`src/rtl/imm_gen_pipe.sv`:
```
// Registered RISC-V immediate generator for the decode stage.
// One instruction in per valid/ready transfer; format, immediate and illegal flag
// come out one cycle later through a valid/ready port, optionally skid-buffered.
module imm_gen_pipe #(
    parameter int unsigned XLEN     = 32,
    parameter bit          SIGN_EXT = 1'b1,
    parameter bit          SKID     = 1'b1
) (
    input  logic            clk,
    input  logic            reset,
    input  logic            in_valid,
    output logic            in_ready,
    input  logic [31:0]     in_instr,
    output logic            out_valid,
    input  logic            out_ready,
    output logic [XLEN-1:0] out_imm,
    output logic [2:0]      out_fmt,
    output logic            out_illegal
);

    if (XLEN != 32 && XLEN != 64) begin : gen_bad_xlen
        $error("imm_gen_pipe: XLEN must be 32 or 64");
    end

    localparam bit Rv64 = (XLEN == 64);
    // Payload layout: {illegal, fmt, imm}
    localparam int unsigned PW = XLEN + 4;

    localparam logic [2:0] FmtNone = 3'd0;
    localparam logic [2:0] FmtI    = 3'd1;
    localparam logic [2:0] FmtS    = 3'd2;
    localparam logic [2:0] FmtB    = 3'd3;
    localparam logic [2:0] FmtU    = 3'd4;
    localparam logic [2:0] FmtJ    = 3'd5;

    localparam logic [6:0] OpLoad   = 7'b0000011;
    localparam logic [6:0] OpFence  = 7'b0001111;
    localparam logic [6:0] OpImm    = 7'b0010011;
    localparam logic [6:0] OpJalr   = 7'b1100111;
    localparam logic [6:0] OpSystem = 7'b1110011;
    localparam logic [6:0] OpImm32  = 7'b0011011;
    localparam logic [6:0] OpStore  = 7'b0100011;
    localparam logic [6:0] OpBranch = 7'b1100011;
    localparam logic [6:0] OpLui    = 7'b0110111;
    localparam logic [6:0] OpAuipc  = 7'b0010111;
    localparam logic [6:0] OpJal    = 7'b1101111;
    localparam logic [6:0] OpOp     = 7'b0110011;
    localparam logic [6:0] OpOp32   = 7'b0111011;

    logic          fill;
    logic [2:0]    dec_fmt;
    logic          dec_ill;
    logic [63:0]   dec_imm64;
    logic [PW-1:0] dec_pl;

    logic          push, pop;
    logic          main_v_q, main_v_d, skid_v_q, skid_v_d, rdy_q, rdy_d;
    logic [PW-1:0] main_q, main_d, skid_q, skid_d;

    // Classify the opcode and build the extended immediate
    always_comb begin
        fill      = SIGN_EXT ? in_instr[31] : 1'b0;
        dec_fmt   = FmtNone;
        dec_ill   = 1'b0;
        dec_imm64 = '0;
        case (in_instr[6:0])
            OpLoad, OpFence, OpImm, OpJalr, OpSystem: dec_fmt = FmtI;
            OpImm32:  if (Rv64) dec_fmt = FmtI; else dec_ill = 1'b1;
            OpStore:  dec_fmt = FmtS;
            OpBranch: dec_fmt = FmtB;
            OpLui, OpAuipc: dec_fmt = FmtU;
            OpJal:    dec_fmt = FmtJ;
            OpOp:     dec_fmt = FmtNone;
            OpOp32:   if (!Rv64) dec_ill = 1'b1;
            // Also covers every word with instr[1:0] != 2'b11
            default:  dec_ill = 1'b1;
        endcase
        case (dec_fmt)
            FmtI: dec_imm64 = {{52{fill}}, in_instr[31:20]};
            FmtS: dec_imm64 = {{52{fill}}, in_instr[31:25], in_instr[11:7]};
            FmtB: dec_imm64 = {{51{fill}}, in_instr[31], in_instr[7], in_instr[30:25],
                               in_instr[11:8], 1'b0};
            FmtU: dec_imm64 = {{32{fill}}, in_instr[31:12], 12'b0};
            FmtJ: dec_imm64 = {{43{fill}}, in_instr[31], in_instr[19:12], in_instr[20],
                               in_instr[30:21], 1'b0};
            default: dec_imm64 = '0;
        endcase
        dec_pl = {dec_ill, dec_fmt, dec_imm64[XLEN-1:0]};
    end

    // in_ready: registered skid-free flag, or combinational pass-through when unbuffered
    always_comb begin
        if (SKID) in_ready = rdy_q & ~reset;
        else      in_ready = (~main_v_q | out_ready) & ~reset;
    end

    // Next-state for the output stage and (optionally) the skid stage
    always_comb begin
        push     = in_valid & in_ready;
        pop      = main_v_q & out_ready;
        main_v_d = main_v_q;
        main_d   = main_q;
        skid_v_d = skid_v_q;
        skid_d   = skid_q;
        if (SKID) begin
            if (pop) begin
                if (skid_v_q) begin
                    // Older skid entry goes first to keep FIFO order
                    main_d   = skid_q;
                    skid_v_d = push;
                    if (push) skid_d = dec_pl;
                end else begin
                    main_v_d = push;
                    if (push) main_d = dec_pl;
                end
            end else if (push) begin
                if (main_v_q) begin
                    skid_v_d = 1'b1;
                    skid_d   = dec_pl;
                end else begin
                    main_v_d = 1'b1;
                    main_d   = dec_pl;
                end
            end
        end else begin
            if (push) begin
                main_v_d = 1'b1;
                main_d   = dec_pl;
            end else if (pop) begin
                main_v_d = 1'b0;
            end
        end
        rdy_d = ~skid_v_d;
    end

    // Stage registers with synchronous reset
    always_ff @(posedge clk) begin
        if (reset) begin
            main_v_q <= 1'b0;
            main_q   <= '0;
            skid_v_q <= 1'b0;
            skid_q   <= '0;
            rdy_q    <= 1'b1;
        end else begin
            main_v_q <= main_v_d;
            main_q   <= main_d;
            skid_v_q <= skid_v_d;
            skid_q   <= skid_d;
            rdy_q    <= rdy_d;
        end
    end

    // Output port view of the main stage
    always_comb begin
        out_valid                       = main_v_q;
        {out_illegal, out_fmt, out_imm} = main_q;
    end

endmodule

```
`config.mk`:
```
export PLATFORM = sky130hd
export DESIGN_NAME = imm_gen_pipe
export DESIGN_NICKNAME = d
export VERILOG_FILES = /design/src/rtl/imm_gen_pipe.sv
export SDC_FILE = /design/constraint.sdc
export NUM_CORES = 1
export LEC_CHECK = 0
export BUFFER_PORTS_ARGS = -buffer_cell sky130_fd_sc_hd__buf_2
export CORE_MARGIN = 5
export CORE_UTILIZATION = 40
export CTS_BUF_LIST = sky130_fd_sc_hd__clkbuf_8 sky130_fd_sc_hd__clkbuf_16
export DETAILED_ROUTE_END_ITERATION = 10
export PLACE_DENSITY = 0.63
export SYNTH_ARGS = -nofsm -noshare
export SYNTH_HDL_FRONTEND = slang
export SYNTH_SLANG_ARGS = --single-unit
```
`constraint.sdc`:
```
create_clock -name clk -period 2.5 [get_ports clk]
set_input_delay 0.5 -clock clk [delete_from_list [all_inputs] [get_ports clk]]
set_output_delay 0.5 -clock clk [all_outputs]
set_load 0.01 [all_outputs]
```
### Word level (Yosys, flattened, before mapping)

Cells that the tools add are included.

| storage, ports and cells | value |
|---|---|
| input port bits | 36 |
| output and inout port bits | 38 |
| register bits | 75 |

| cells by class | value |
|---|---|
| bitwise logic cells | 5 |
| reductions and logical operators | 9 |
| mux-type cells | 19 |
| equality and inequality tests | 20 |

Operators with widths:

| cell | number |
|---|---|
| 36-bit two-way mux | 9 |
| 32-bit case mux with 5 select lines | 1 |
| 7-bit == test, second input constant | 4 |
| 7-bit by 6-bit == test with 1-bit output, second input constant | 3 |
| 3-bit case mux with 5 select lines | 1 |
| 7-bit by 5-bit == test with 1-bit output, second input constant | 2 |
| 11-bit OR reduction | 1 |
| 1-bit two-way mux | 8 |
| 7-bit by 2-bit == test with 1-bit output, second input constant | 1 |
| 7-bit by 4-bit == test with 1-bit output, second input constant | 1 |
| 3-bit by 2-bit == test with 1-bit output, second input constant | 2 |
| 3-bit == test, second input constant | 2 |
| 2-bit inequality test, second input constant | 3 |
| 2-bit nonzero test | 3 |
| 5-bit OR reduction | 1 |
| 4-bit AND reduction | 1 |
| 1-bit bitwise AND | 3 |
| 3-bit by 1-bit == test with 1-bit output, second input constant | 1 |
| 3-bit AND reduction | 1 |
| 2-bit by 1-bit inequality test with 1-bit output, second input constant | 1 |
| 1-bit NOT | 2 |
| 2-bit AND reduction | 1 |
| 2-bit OR reduction | 1 |

### Logic depth before layout (Yosys ltp)

| depth | value |
|---|---|
| depth after elaboration | 8 |
| depth in mapped cells | 8 |

### Worst setup path after synthesis

Ideal clock, no wire load.

| timing | value |
|---|---|
| path type | input to register |
| from | input port in_instr[4] |
| to | register main_q[24] |
| path buffers | 2 |
| setup time | 0.070 ns |
| path slack | 0.654 ns |
| arrival | 1.775 ns |
| stages | 7 |
| path through | buf_2 -> and2b_1 -> o21ai_1 -> a311o_1 -> buf_2 -> a21o_1 -> a21oi_1 |

| between the ends | value |
|---|---|
| cells in the longest elaborated chain, start to end | 8 |

RTL lines:

| what | line | RTL |
|---|---|---|
| from (decl) | 13 | `input logic [31:0] in_instr,` |
| 7-bit by 2-bit == test with 1-bit output, or another cell as far along | 66 | `case (in_instr[6:0])` |
| 5-bit OR reduction / 2-bit OR reduction (equally long branches) | -- |  |
| 3-bit case mux with 5 select lines * | 66 |  |
| 3-bit == test, or another cell as far along | 78 | `case (dec_fmt)` |
| 32-bit case mux with 5 select lines * | 78 |  |
| 36-bit two-way mux (on tied branches) | 117, 114 |  |
| 36-bit two-way mux (on tied branches) | 116, 107 |  |
| 36-bit two-way mux * | 106 | `if (pop) begin` |
| to (signal assigned) | 146 | `main_q <= main_d;` |
| to (decl) | 58 | `logic [PW-1:0] main_q, main_d, skid_q, skid_d;` |

Mark *: on every way between the ends. The rest lies on a longest branch, timed or not. The select of a mux whose other input is x is not followed.
A chain may end at the register's enable or synchronous reset.

### Final worst setup path

| timing | value |
|---|---|
| from | input port in_instr[4] |
| to | register main_q[30] |

The elaborated chain is that of the path after synthesis.

==> metrics <==
outcome=finished, final reports clean; slowest stage delay, CP=0.75 ns; Hold Buf Count CTS=0; number of global-route vias before repair=3,091; Buffers on Ports=73; sequential area share after synthesis=45.2%; CTS max path bufs=2; Lkg Pwr=1.59 nW; Die Wd=101 um; Cell Pwr Density=636 nW/um2; Peak Freq=0.521 GHz; worst reg2reg path endpoint=main_q[12]; chip height=101 um; CP Launch Point=in_instr[4]; Fill cells=778; grt total ovfl=0; cell area after synthesis=3320 um2; row cnt=33; total power draw=2.54 mW; Int Pwr=1.88 mW; MaxCap Viol Count=0; Crit. End Element=register; H-tree Lvls=3; CP Class=input port to register; Crit path depth=6; net count after synthesis=405; slowest cell on the critical path=a311o_1; RSZ-0062 raised after global routing=false; reg2reg setup slack=0.73 ns; final wirelength=9.44 mm; normalized max-slew margin=38.4%; arrival time at the worst endpoint=2.13 ns; clk sinks=75; final cycle utilization of the critical path=76.7%; DR WL/cell=17.4 um; Crit Path Max Fanout=22; Max IR drop VDD=0.389 mV; most frequent cells in the layout=dfxtp_1, buf_2, a22oi_1; Core ar.=8130 um2; Comb power frac=9.3%; Placed Area=3760 um2; routability cong.=0.974; Setup Skew=0.0130 ns; crit path launch type=input port; Layout area overhead=20.2%; Initial Util=40.8%; clock share of power=42.4%; worst-case reg-to-reg path depth=5; ANT nets after route=0; Avg Inst Size Synth=9.00 um2; num ports=74; Worst Path Buf+Inv=1; Final min period=1.92 ns; crit path to=main_q[30]; Mapped Cells=369; most common cell after layout, fill and taps aside=dfxtp_1; Synth Register Bits=75; CTS resizes=0; postcts setup bufs=0; actual slew at the worst max-slew pin=0.920 ns; CTS tree=done; Worst Path Required=2.71 ns; initial antenna violation count=0; switching power=662 uW; total track usage=18.7%; Post-synth top flop=dfxtp_1; switching share of power=26.1%; nets=467; critical-path cell list=buf_2 -> and2b_1 -> o21ai_1 -> a311o_1 -> a21o_1 -> a21oi_1; min-delay worst type=input port to register; Post-DP HPWL=6.55 mm; ys async rst share=0%; CP top delay family=compound AO/OA/AOI/OAI gates; Sequential Power Share=48.4%; clock-pin slew on the worst setup and hold paths=0.10 ns; Hold Violations, Final=0; setup violators final=0; initial DRC count=189; setup TNS=0 ns; YS warnings=0; drt first pass iters=4; clk root buf=clkbuf_8; Final Max Slew Viols=0; Post-synth EDFFs=0; drt via density=5.81; global-route wire length before repair=15.4 mm; proportion of layout cells with a drive suffix above 1=24.8%; Unique masters post-synth=49; largest net degree at the start of global routing=42; CTS Buf Count=9; via count=3,142; die area=10,200 um2; antenna cells=0; # DRC=0; RR Startpoint=rdy_q; Post-Layout Inst Area=3990 um2; Clk Latency, worst-skew pair=0.35 ns
==> layout make-up <==
| cell class | count | area (um2) | area share (%) |
|---|---|---|---|
| timing repair buffer | 86 | 463 | 11.6 |
| clock inverter | 7 | 105 | 2.63 |
| inverter | 12 | 45.0 | 1.13 |
| tap | 105 | 131 | 3.29 |
| clock buffer | 9 | 124 | 3.10 |
| sequential | 75 | 1500 | 37.6 |
| multi-input combinational | 247 | 1620 | 40.6 |
==> routing by layer <==
metal	routed length, um	vias up	GRT usage (%)	part of all wire, %
li1	-	1523	-	-
met1	4310	1480	25.0	46
met2	4320	123	30.1	46
met3	657	16	3.60	7.0
met4	142	0	6.24	1.5
met5	0	-	0	0
==> flip-flops by register name, summed over array words and instances (netlist names) <==
register   flops
out_valid      1
main_q        36
skid_q        36
skid_v_q       1
rdy_q          1
==> Yosys cell counts (4+ instances only) <==
cell	number	area (um2)
clkbuf_1	24	90.1
a21o_1	13	97.6
nor3_1	7	35.0
dfxtp_1	75	1500
nand3_1	10	50.1
o221ai_1	8	70.1
inv_1	12	45.0
a22o_1	7	61.3
buf_2	8	40.0
nand2_1	30	113
a221o_1	7	70.1
o2bb2ai_1	9	78.8
a22oi_1	34	255
nor2_1	28	105
a21oi_1	28	140
a311oi_1	11	96.3
a221oi_1	4	35.0
==> how the worst min path moves through the flow <==
stage / slack, ns / depth (start not counted) / startpoint / endpoint
6_report: 0.39 / 2 / in_instr[25] / main_q[5]
5_1_grt: 0.38 / 2 / in_instr[17] / skid_q[17]
4_1_cts: 0.37 / 2 / in_instr[25] / main_q[5]
3_5_place_dp: 0.45 / 2 / skid_q[31] / skid_q[31]
3_3_place_gp: 0.44 / 2 / skid_q[33] / skid_q[33]
2_1_floorplan: 0.44 / 2 / skid_q[33] / skid_q[33]
==> per-stage QoR <==
step | hold WS, ns | utilization, % | setup slack, ns | std cells
after floorplan | 0.436 | - | 0.654 | 369
after global placement | 0.443 | 46.3 | 0.260 | 525
after detailed placement | 0.452 | 46.3 | 0.251 | 525
after CTS | 0.371 | 49.1 | 0.615 | 541
after global routing | 0.381 | 49.1 | 0.426 | 541
final | 0.389 | 49.1 | 0.582 | 541
==> power by group through the flow <==
| stage | sequential, mW | clock [mW] | combinational (mW) |
|---|---|---|---|
| final | 1.23 | 1.08 | 0.235 |
| after global routing | 1.23 | 1.14 | 0.260 |
| after CTS | 1.23 | 1.10 | 0.235 |
| after detailed placement | 1.26 | 0 | 0.234 |
| after global placement | 1.26 | 0 | 0.235 |
| after floorplan | 1.26 | 0 | 0.139 |
==> kinds of logic (layout without fill, tap and decap cells) <==
| group | Yosys count | after routing | synth area share [%] |
|---|---|---|---|
| AOI/OAI and AO/OA | 145 | 145 | 33.3 |
| and+or+nand+nor | 99 | 99 | 14.5 |
| DFF | 75 | 75 | 45.2 |
| buffers and inverters | 47 | 114 | 5.99 |
| xor gates and xnor gates | 2 | 2 | 0.528 |
| muxes | 1 | 1 | 0.452 |
Power figures use the tool's default switching activity.
